<file path="src/rtl/pixel_frame_ctrl.sv">
// pixel_frame_ctrl: frame sequencer for the 2x2 pixel array.
// Steps ERASE -> EXPOSE -> CONVERT -> READ0 -> READ1 and drives registered array control lines.
module pixel_frame_ctrl #(
    parameter int C_ERASE   = 5,
    parameter int C_CONVERT = 255,
    parameter int C_READ    = 5,
    parameter int EXP_W     = 8
) (
    input  logic             CLK,
    input  logic             RESET_N,
    input  logic             START,
    input  logic             CONTINUOUS,
    input  logic             ABORT,
    input  logic [EXP_W-1:0] EXP_TIME,
    output logic             ARRAY_RESET,
    output logic             ERASE,
    output logic             EXPOSE,
    output logic             CONVERT,
    output logic             RAMP,
    output logic             READ0,
    output logic             READ1,
    output logic             ROW_VALID,
    output logic             ROW_SEL,
    output logic             BUSY,
    output logic             FRAME_DONE,
    output logic [7:0]       FRAME_CNT
);

    localparam int MAX_A = (C_ERASE > C_CONVERT) ? C_ERASE : C_CONVERT;
    localparam int MAX_B = (MAX_A > C_READ) ? MAX_A : C_READ;
    localparam int MAX_D = (MAX_B > (1 << EXP_W)) ? MAX_B : (1 << EXP_W);
    localparam int CNT_W = $clog2(MAX_D);

    localparam logic [CNT_W-1:0] ERASE_LD   = CNT_W'(C_ERASE - 1);
    localparam logic [CNT_W-1:0] CONVERT_LD = CNT_W'(C_CONVERT - 1);
    localparam logic [CNT_W-1:0] READ_LD    = CNT_W'(C_READ - 1);

    localparam logic [2:0] S_IDLE    = 3'd0;
    localparam logic [2:0] S_ERASE   = 3'd1;
    localparam logic [2:0] S_EXPOSE  = 3'd2;
    localparam logic [2:0] S_CONVERT = 3'd3;
    localparam logic [2:0] S_READ0   = 3'd4;
    localparam logic [2:0] S_READ1   = 3'd5;

    logic [2:0]       state, state_nx;
    logic [CNT_W-1:0] cnt, cnt_nx;
    logic [EXP_W-1:0] exp_lat, exp_nx;
    logic [CNT_W-1:0] expose_ld;
    logic             frame_end;

    // A zero exposure still spends one cycle in EXPOSE.
    assign expose_ld = (exp_lat == '0) ? '0 : CNT_W'(exp_lat - EXP_W'(1));

    // NOTE: every variable gets a default at the top of always_comb so no path can infer a latch.
    always_comb begin
        state_nx  = state;
        cnt_nx    = cnt;
        exp_nx    = exp_lat;
        frame_end = 1'b0;
        if (ABORT) begin
            state_nx = S_IDLE;
            cnt_nx   = '0;
        end else if (state == S_IDLE) begin
            if (START) begin
                state_nx = S_ERASE;
                cnt_nx   = ERASE_LD;
                exp_nx   = EXP_TIME;
            end
        end else if (cnt != '0) begin
            cnt_nx = cnt - CNT_W'(1);
        end else begin
            case (state)
                S_ERASE:   begin state_nx = S_EXPOSE;  cnt_nx = expose_ld;  end
                S_EXPOSE:  begin state_nx = S_CONVERT; cnt_nx = CONVERT_LD; end
                S_CONVERT: begin state_nx = S_READ0;   cnt_nx = READ_LD;    end
                S_READ0:   begin state_nx = S_READ1;   cnt_nx = READ_LD;    end
                S_READ1: begin
                    frame_end = 1'b1;
                    if (CONTINUOUS) begin
                        state_nx = S_ERASE;
                        cnt_nx   = ERASE_LD;
                        exp_nx   = EXP_TIME;
                    end else begin
                        state_nx = S_IDLE;
                    end
                end
                default:   begin state_nx = S_IDLE;    cnt_nx = '0;         end
            endcase
        end
    end

    // Outputs are decoded from the next state so the flops line up exactly with the state they describe.
    // NOTE: sequential state uses non-blocking assignments so all flops update together on the edge.
    always_ff @(posedge CLK) begin
        if (!RESET_N) begin
            state       <= S_IDLE;
            cnt         <= '0;
            exp_lat     <= EXP_W'(1);
            ARRAY_RESET <= 1'b1;
            ERASE       <= 1'b0;
            EXPOSE      <= 1'b0;
            CONVERT     <= 1'b0;
            RAMP        <= 1'b0;
            READ0       <= 1'b0;
            READ1       <= 1'b0;
            ROW_VALID   <= 1'b0;
            ROW_SEL     <= 1'b0;
            BUSY        <= 1'b0;
            FRAME_DONE  <= 1'b0;
            FRAME_CNT   <= 8'd0;
        end else begin
            state       <= state_nx;
            cnt         <= cnt_nx;
            exp_lat     <= exp_nx;
            ARRAY_RESET <= (state_nx == S_ERASE);
            ERASE       <= (state_nx == S_ERASE);
            EXPOSE      <= (state_nx == S_EXPOSE);
            CONVERT     <= (state_nx == S_CONVERT);
            RAMP        <= (state_nx == S_CONVERT) && (cnt_nx != CONVERT_LD);
            READ0       <= (state_nx == S_READ0);
            READ1       <= (state_nx == S_READ1);
            ROW_VALID   <= ((state_nx == S_READ0) || (state_nx == S_READ1)) && (cnt_nx == '0);
            FRAME_DONE  <= (state_nx == S_READ1) && (cnt_nx == '0);
            BUSY        <= (state_nx != S_IDLE);
            if (((state_nx == S_READ0) || (state_nx == S_READ1)) && (cnt_nx == '0))
                ROW_SEL <= (state_nx == S_READ1);
            if (frame_end)
                FRAME_CNT <= FRAME_CNT + 8'd1;
        end
    end

endmodule

</file>
<file path="config.mk">
export PLATFORM = sky130hd
export DESIGN_NAME = pixel_frame_ctrl
export DESIGN_NICKNAME = d
export VERILOG_FILES = /design/src/rtl/pixel_frame_ctrl.sv
export SDC_FILE = /design/constraint.sdc
export NUM_CORES = 1
export LEC_CHECK = 0
export ABC_AREA = 1
export CAP_MARGIN = 10
export CORE_ASPECT_RATIO = 2
export CORE_UTILIZATION = 54
export DETAILED_ROUTE_END_ITERATION = 8
export PLACE_DENSITY = 0.84
export RECOVER_POWER = 50
export SLEW_MARGIN = 30
export SYNTH_ARGS = -nofsm -noshare
export SYNTH_HDL_FRONTEND = slang
export SYNTH_SLANG_ARGS = --single-unit
</file>
<file path="constraint.sdc">
create_clock -name CLK -period 2.3 [get_ports CLK]
set_input_delay 0.46 -clock CLK [delete_from_list [all_inputs] [get_ports CLK]]
set_output_delay 0.46 -clock CLK [all_outputs]
set_load 0.01 [all_outputs]
</file>
Word-level counts from Yosys, hierarchy flattened
Cells that the tools add are included.
{"block": "op_classes", "reduce_logical": 13, "n_mul": 0, "addsub": 3, "magnitude_cmp": 0, "div": 0, "muxes": 22, "n_eq_ne": 13, "n_shift": 0, "bitwise_logic": 1}
{"operator": "2-to-1 mux 8 bit", "n": 11}
{"operator": "one-hot mux 8 bit (4 select lines)", "n": 1}
{"operator": "logical NOT 8 bit", "n": 2}
{"operator": "subtractor 8 x 1 -> 8 bit, second input constant", "n": 2}
{"operator": "one-hot mux 3 bit (5 select lines)", "n": 1}
{"operator": "== test 3 x 2 -> 1 bit, second input constant", "n": 4}
{"operator": "== test 3 bit, second input constant", "n": 4}
{"operator": "2-to-1 mux 3 bit", "n": 4}
{"operator": "adder 8 x 1 -> 8 bit, second input constant", "n": 1}
{"operator": "!= test 8 bit, second input constant", "n": 1}
{"operator": "nonzero test 8 bit", "n": 1}
{"operator": "== test 3 x 1 -> 1 bit, second input constant", "n": 2}
{"operator": "2-to-1 mux 1 bit", "n": 5}
{"operator": "AND reduction 5 bit", "n": 1}
{"operator": "!= test 2 bit, second input constant", "n": 2}
{"operator": "nonzero test 2 bit", "n": 2}
{"operator": "logical AND 1 bit", "n": 3}
{"operator": "logical NOT 3 bit", "n": 1}
{"operator": "nonzero test 3 bit", "n": 1}
{"operator": "OR reduction 2 bit", "n": 1}
{"operator": "logical OR 1 bit", "n": 1}
{"operator": "inverter 1 bit", "n": 1}
{"block": "totals", "inputBits": 13, "latchBits": 0, "rom_bits": 0, "memories": 0, "ram_bits": 0, "regBits": 38}

Logic depth before layout (Yosys ltp)
{"block": "logic_depth", "ltp_word": 8, "ltp_mapped": 15}

Worst setup path after synthesis
OpenSTA, ideal clock, no wires.
{"block": "synth_path", "kind": "reg2reg", "startpoint": "reg cnt[0]", "endpoint": "reg FRAME_CNT[7]", "stages_incl_launch_ff": 14, "arrival_time_ns": 1.755, "required_time_ns": 2.234, "period_less_slack_ns": 1.821, "path_slack_ns": 0.479, "path_cell_list": "dfxtp_1 > inv_1 > ha_1 > nand3_4 > nor2_4 > buf_6 > nand3_2 > nor2_4 > nand4_2 > nor2_2 > nand2_2 > nor2_4 > o21ai_1 > a21oi_2"}
{"block": "synth_between", "elab_chain_len": 4}
{"element": "start: declaration", "line_no": "46", "rtl": "logic [CNT_W-1:0] cnt, cnt_nx;"}
{"element": "start signal: assignment", "line_no": "113", "rtl": "cnt <= cnt_nx;"}
{"element": "nonzero test 8 bit", "line_no": "69", "rtl": "end else if (cnt != '0) begin"}
{"element": "2-to-1 mux 1 bit", "line_no": "69"}
{"element": "2-to-1 mux 1 bit", "line_no": "63", "rtl": "end else if (state == S_IDLE) begin"}
{"element": "2-to-1 mux 1 bit", "line_no": "60", "rtl": "if (ABORT) begin"}
{"element": "end signal: assignment", "line_no": "128", "rtl": "FRAME_CNT <= FRAME_CNT + 8'd1;"}
{"element": "end: declaration", "line_no": "26", "rtl": "output logic [7:0] FRAME_CNT"}
No other way between the ends.
A chain may end at the register's enable or synchronous reset.

Worst setup path in the final report
{"block": "layout_path", "startpoint": "reg cnt[1]", "endpoint": "reg ROW_SEL"}
{"block": "layout_between", "elab_chain_len": 7, "elab_cells_between_ends": 16, "cone_classes": "add/sub: 1; eq/ne: 2; mux: 9; reduce/logical: 4"}
{"element": "branches (longest 7 deep; another with subtractor 8 x 1 -> 8 bit)"}
{"element": "end signal: assignment", "line_no": "126", "rtl": "ROW_SEL <= (state_nx == S_READ1);"}
{"element": "end: declaration", "line_no": "23", "rtl": "output logic ROW_SEL,"}
Parallel ways; which one is timed is not known.

==> summary by stage <==
Outcome
The flow ran to the end, and the final reports show no timing, DRC or antenna violations.

Clocking
The clock-pin slew on the worst setup and hold paths is 70 ps. The clock tree root driver cell is clkbuf_8. The insertion delay of the later-clocked pin in the worst-skew pair is between 200 and 300 ps.

The clock sink count is 38. The clock tree from TritonCTS is yes. The number of buffers created by CTS is 5. No sink is reached through more buffers than the 2 on the longest clock path.

The H-tree level count is 2.

Worst setup path
By startpoint and endpoint, the worst setup path is classified as flip-flop to flip-flop. In this design, the stage delay of the slowest critical-path cell is 330 ps. Counting both buffers and inverters, the worst setup path holds a total of 2.

The most numerous cell on the critical path is nand2_1. The cell with the largest stage delay on the worst path is dfxtp_1. The critical path goes through inv_1 -> ha_1 -> nand3_4 -> nor2_4 -> inv_2 -> a21oi_1 -> nand2_1 -> a21oi_1 -> nand2_1 -> nor2_1 -> nand2_1 -> nand2_1 -> nand2_1. The flop-to-flop setup slack is just under 200 ps.

The required time of the worst setup path is about 2500 ps. The startpoint kind of the worst setup timing path is a flip-flop. Along the worst path, the maximum fanout reaches 12. The worst register-to-register path ends at ROW_SEL$_SDFFE_PN0P_. The startpoint of the worst register-to-register path is cnt[1]$_SDFF_PN0_. The number of cells on the worst reg-to-reg path is 13. The worst setup path is captured at a flip-flop. The critical path's top delay family is simple AND/OR/NAND/NOR gates. The arrival time of data at the critical path endpoint is about 2300 ps.

Power
The completed layout was analyzed and its total power is roughly 1.5 mW. The leakage component of the power is roughly 1.3 nW. The worst-case IR drop observed on VDD is ~0.52 mV.

The total power per unit cell area is between 500 and 600 nW/um^2.

STA
The number of pins exceeding their max-slew limit in the final report is 0. Setup violations remaining at the end of the flow were counted as 0. After layout, the minimum clock period comes to approximately 2100 ps.

The final worst-path cycle share is between 90 and 100%. Headroom to the max-slew limit came out at 80.6%. Adding up every negative setup slack in the final design gives 0 ps. The final number of hold-violating endpoints is 0.

The clock arrives with between 3 and 4 ps of skew. The worst-margin pin slew is between 200 and 300 ps. The top achievable clock speed is 475 MHz. Setup repair after global routing left no endpoint under its margin. The smallest hold slack is roughly 470 ps.

Floorplanning
During I/O placement, the number of pins put on the boundary was 32. After floorplanning, the core was sized to cover roughly 3800 um^2. The row count is 32. Measured along the y axis, the die boundary spans about 90 um.

The die is roughly 46 um wide. The initial utilization of the core area, before any placement, comes to approximately 56%. The die covers 4210 um^2.

Place
During placement, the flow inserted port buffers numbering 31. The wire-length estimate of the detail-placed layout is approximately 4200 um. The placer congestion estimate is 0.872.

Synthesis
The average cell area after synthesis is between 6 and 7 um^2. Synthesis produced a netlist whose cell count is around 330. The async set or reset register ratio after synthesis is 0%. Summed over all instances, the cell type with the most area after synthesis is dfxtp_1. The number of warnings reported in the yosys synthesis log is 0. Sorting the synthesized cells by how often they occur yields 81 x nand2_1, 46 x nor2_1, 38 x dfxtp_1, 38 x inv_1, 29 x a21oi_1.

The number of synthesized register bits is 38. The most numerous cell in the Yosys netlist is nand2_1. The number of enable flip-flop cells after synthesis is 0.

The area share of the largest cell type after synthesis is 35.7%. The sequential element share of the synthesized area is 35.7%. Sorting the synthesized cells by area gives the leading types as dfxtp_1 36%, nand2_1 14%, nor2_1 8.1%. When the netlist entered floorplanning its net count stood at between 300 and 400. The most common flop cell mapped by yosys is dfxtp_1. The count of unique library cells instantiated by Yosys is 30. The synthesized netlist occupies a cell area of approximately 2100 um^2.

Global routing
Global routing finished with a remaining overflow of 0. Across every metal layer, demand over resource in global routing totals about 28%. The via count of the first global-routing pass was between 2000 and 2500.

The first global-routing pass estimated a little under 9000 um of wire. The initial antenna violation count is 0. Entering global routing, the biggest net connects 17 pins.

Layout
The sequential cell area in the final layout is ~760 um^2. The layout has about 330 filler cells. Cells with a size suffix above 1 make up about a tenth of the layout.

The area taken by multi-input logic gates is around 1200 um^2. The repair_antennas step left the layout with diodes totalling 0. The final layout contains roughly 380 nets. From synthesis to final layout, the design area changed by 23.6%.

Worst hold path
The worst hold path was traced through 2 stages. The path class of the tightest hold or removal check is flip-flop to flip-flop. For hold timing, the worst endpoint is exp_lat[0]$_SDFFE_PN1P_.

The startpoint identified for the worst hold timing path is exp_lat[0]$_SDFFE_PN1P_.

Routing
The detailed router finished its first iteration with 76 violations. The aggregate routed wire length is about 5400 um. The detailed router placed 2202 vias in this run. The post-detailed-route count of antenna-violating nets is 0.

The detailed-route wire length per cell is 13.0 um. The number of detailed-routing iterations run before antenna repair is 4. The number of remaining DRC errors is 0.

The ratio of routed vias to standard cells is 5.28.

Run
Max-cap violations in this run came to 0.
-- routing by layer --
metal	track usage (%)	wire length, um
met1	24.7	1880
met2	51.5	3070
met3	5.00	177
met4	19.9	306
met5	0	0
-- layout by cell type (no fill, tap or decap), drive strengths merged --
| cell type | count |
|---|---|
| nor3b | 1 |
| ha | 4 |
| o21a | 1 |
| a21oi | 30 |
| xor2 | 3 |
| clkinv | 3 |
| clkdlybuf4s50 | 12 |
| clkbuf | 5 |
| dlygate4sd3 | 19 |
| inv | 44 |
| bufinv | 1 |
| nand3 | 30 |
| o21ai | 16 |
| dfxtp | 38 |
| nand2 | 83 |
| a31oi | 1 |
| nor2 | 55 |
| nand4 | 8 |
| nor4 | 1 |
| buf | 6 |
| nor3 | 5 |
-- metrics by stage --
stage	cells	utilization [%]	worst slack [ps]	instance area, um^2
detailed placement	409	66.3	48.7	2520
floorplan	325	-	479	2130
CTS	417	69.1	137	2630
global placement	409	66.3	58.7	2520
global route	417	69.2	21.9	2630
finish	417	69.2	194	2630
-- final cells by class --
cell class,count,area share (%)
multi-input combinational,238,44.6
inverter,45,6.42
timing repair buffer,37,13.5
clock inverter,3,1.52
sequential,38,28.9
clock buffer,5,2.62
tap,51,2.43
-- state kept, by name (all words and copies together) (netlist names) --
register and flops:
ARRAY_RESET 1, BUSY 1, CONVERT 1, ERASE 1
EXPOSE 1, FRAME_CNT 8, FRAME_DONE 1, RAMP 1
READ0 1, READ1 1, ROW_SEL 1, ROW_VALID 1
cnt 8, exp_lat 8, state 3
-- repair_timing --
action	4_1_cts	5_1_grt
hold buffers	0	0
buffers inserted	0	0
hold endpoints to repair	0	0
gates resized for setup	0	2
setup endpoints to repair	0	3
-- cells by family after synthesis --
family	after synthesis	share of synthesized area, %
compound gates	48	11.6
xor+xnor	3	1.23
fa+ha+maj	4	2.35
buf+inv	49	9.22
flops	38	35.7
simple gates	183	39.8
-- power breakdown --
group / switching, mW / internal [mW]
logic: 0.153 / 0.0882
clock network: 0.238 / 0.319
registers: 0.0165 / 0.678
total: 0.407 / 1.08
-- worst max path at each step --
stage / to / slack (ps) / startpoint / cells after the start
2_1_floorplan: FRAME_CNT[7]$_SDFFE_PN0P_ / 480 / cnt[0]$_SDFF_PN0_ / 13
3_3_place_gp: ROW_SEL$_SDFFE_PN0P_ / 60 / ABORT / 10
3_5_place_dp: ROW_SEL$_SDFFE_PN0P_ / 50 / ABORT / 10
4_1_cts: exp_lat[6]$_SDFFE_PN0P_ / 140 / cnt[1]$_SDFF_PN0_ / 9
5_1_grt: ROW_SEL$_SDFFE_PN0P_ / 20 / cnt[1]$_SDFF_PN0_ / 13
6_report: ROW_SEL$_SDFFE_PN0P_ / 190 / cnt[1]$_SDFF_PN0_ / 13
-- worst min-delay path: stages, from the launching register on --
cell and delay [ps]:
dfxtp_1 340, nand2_1 50, nand3_1 50
Power figures use the tool's default switching activity.
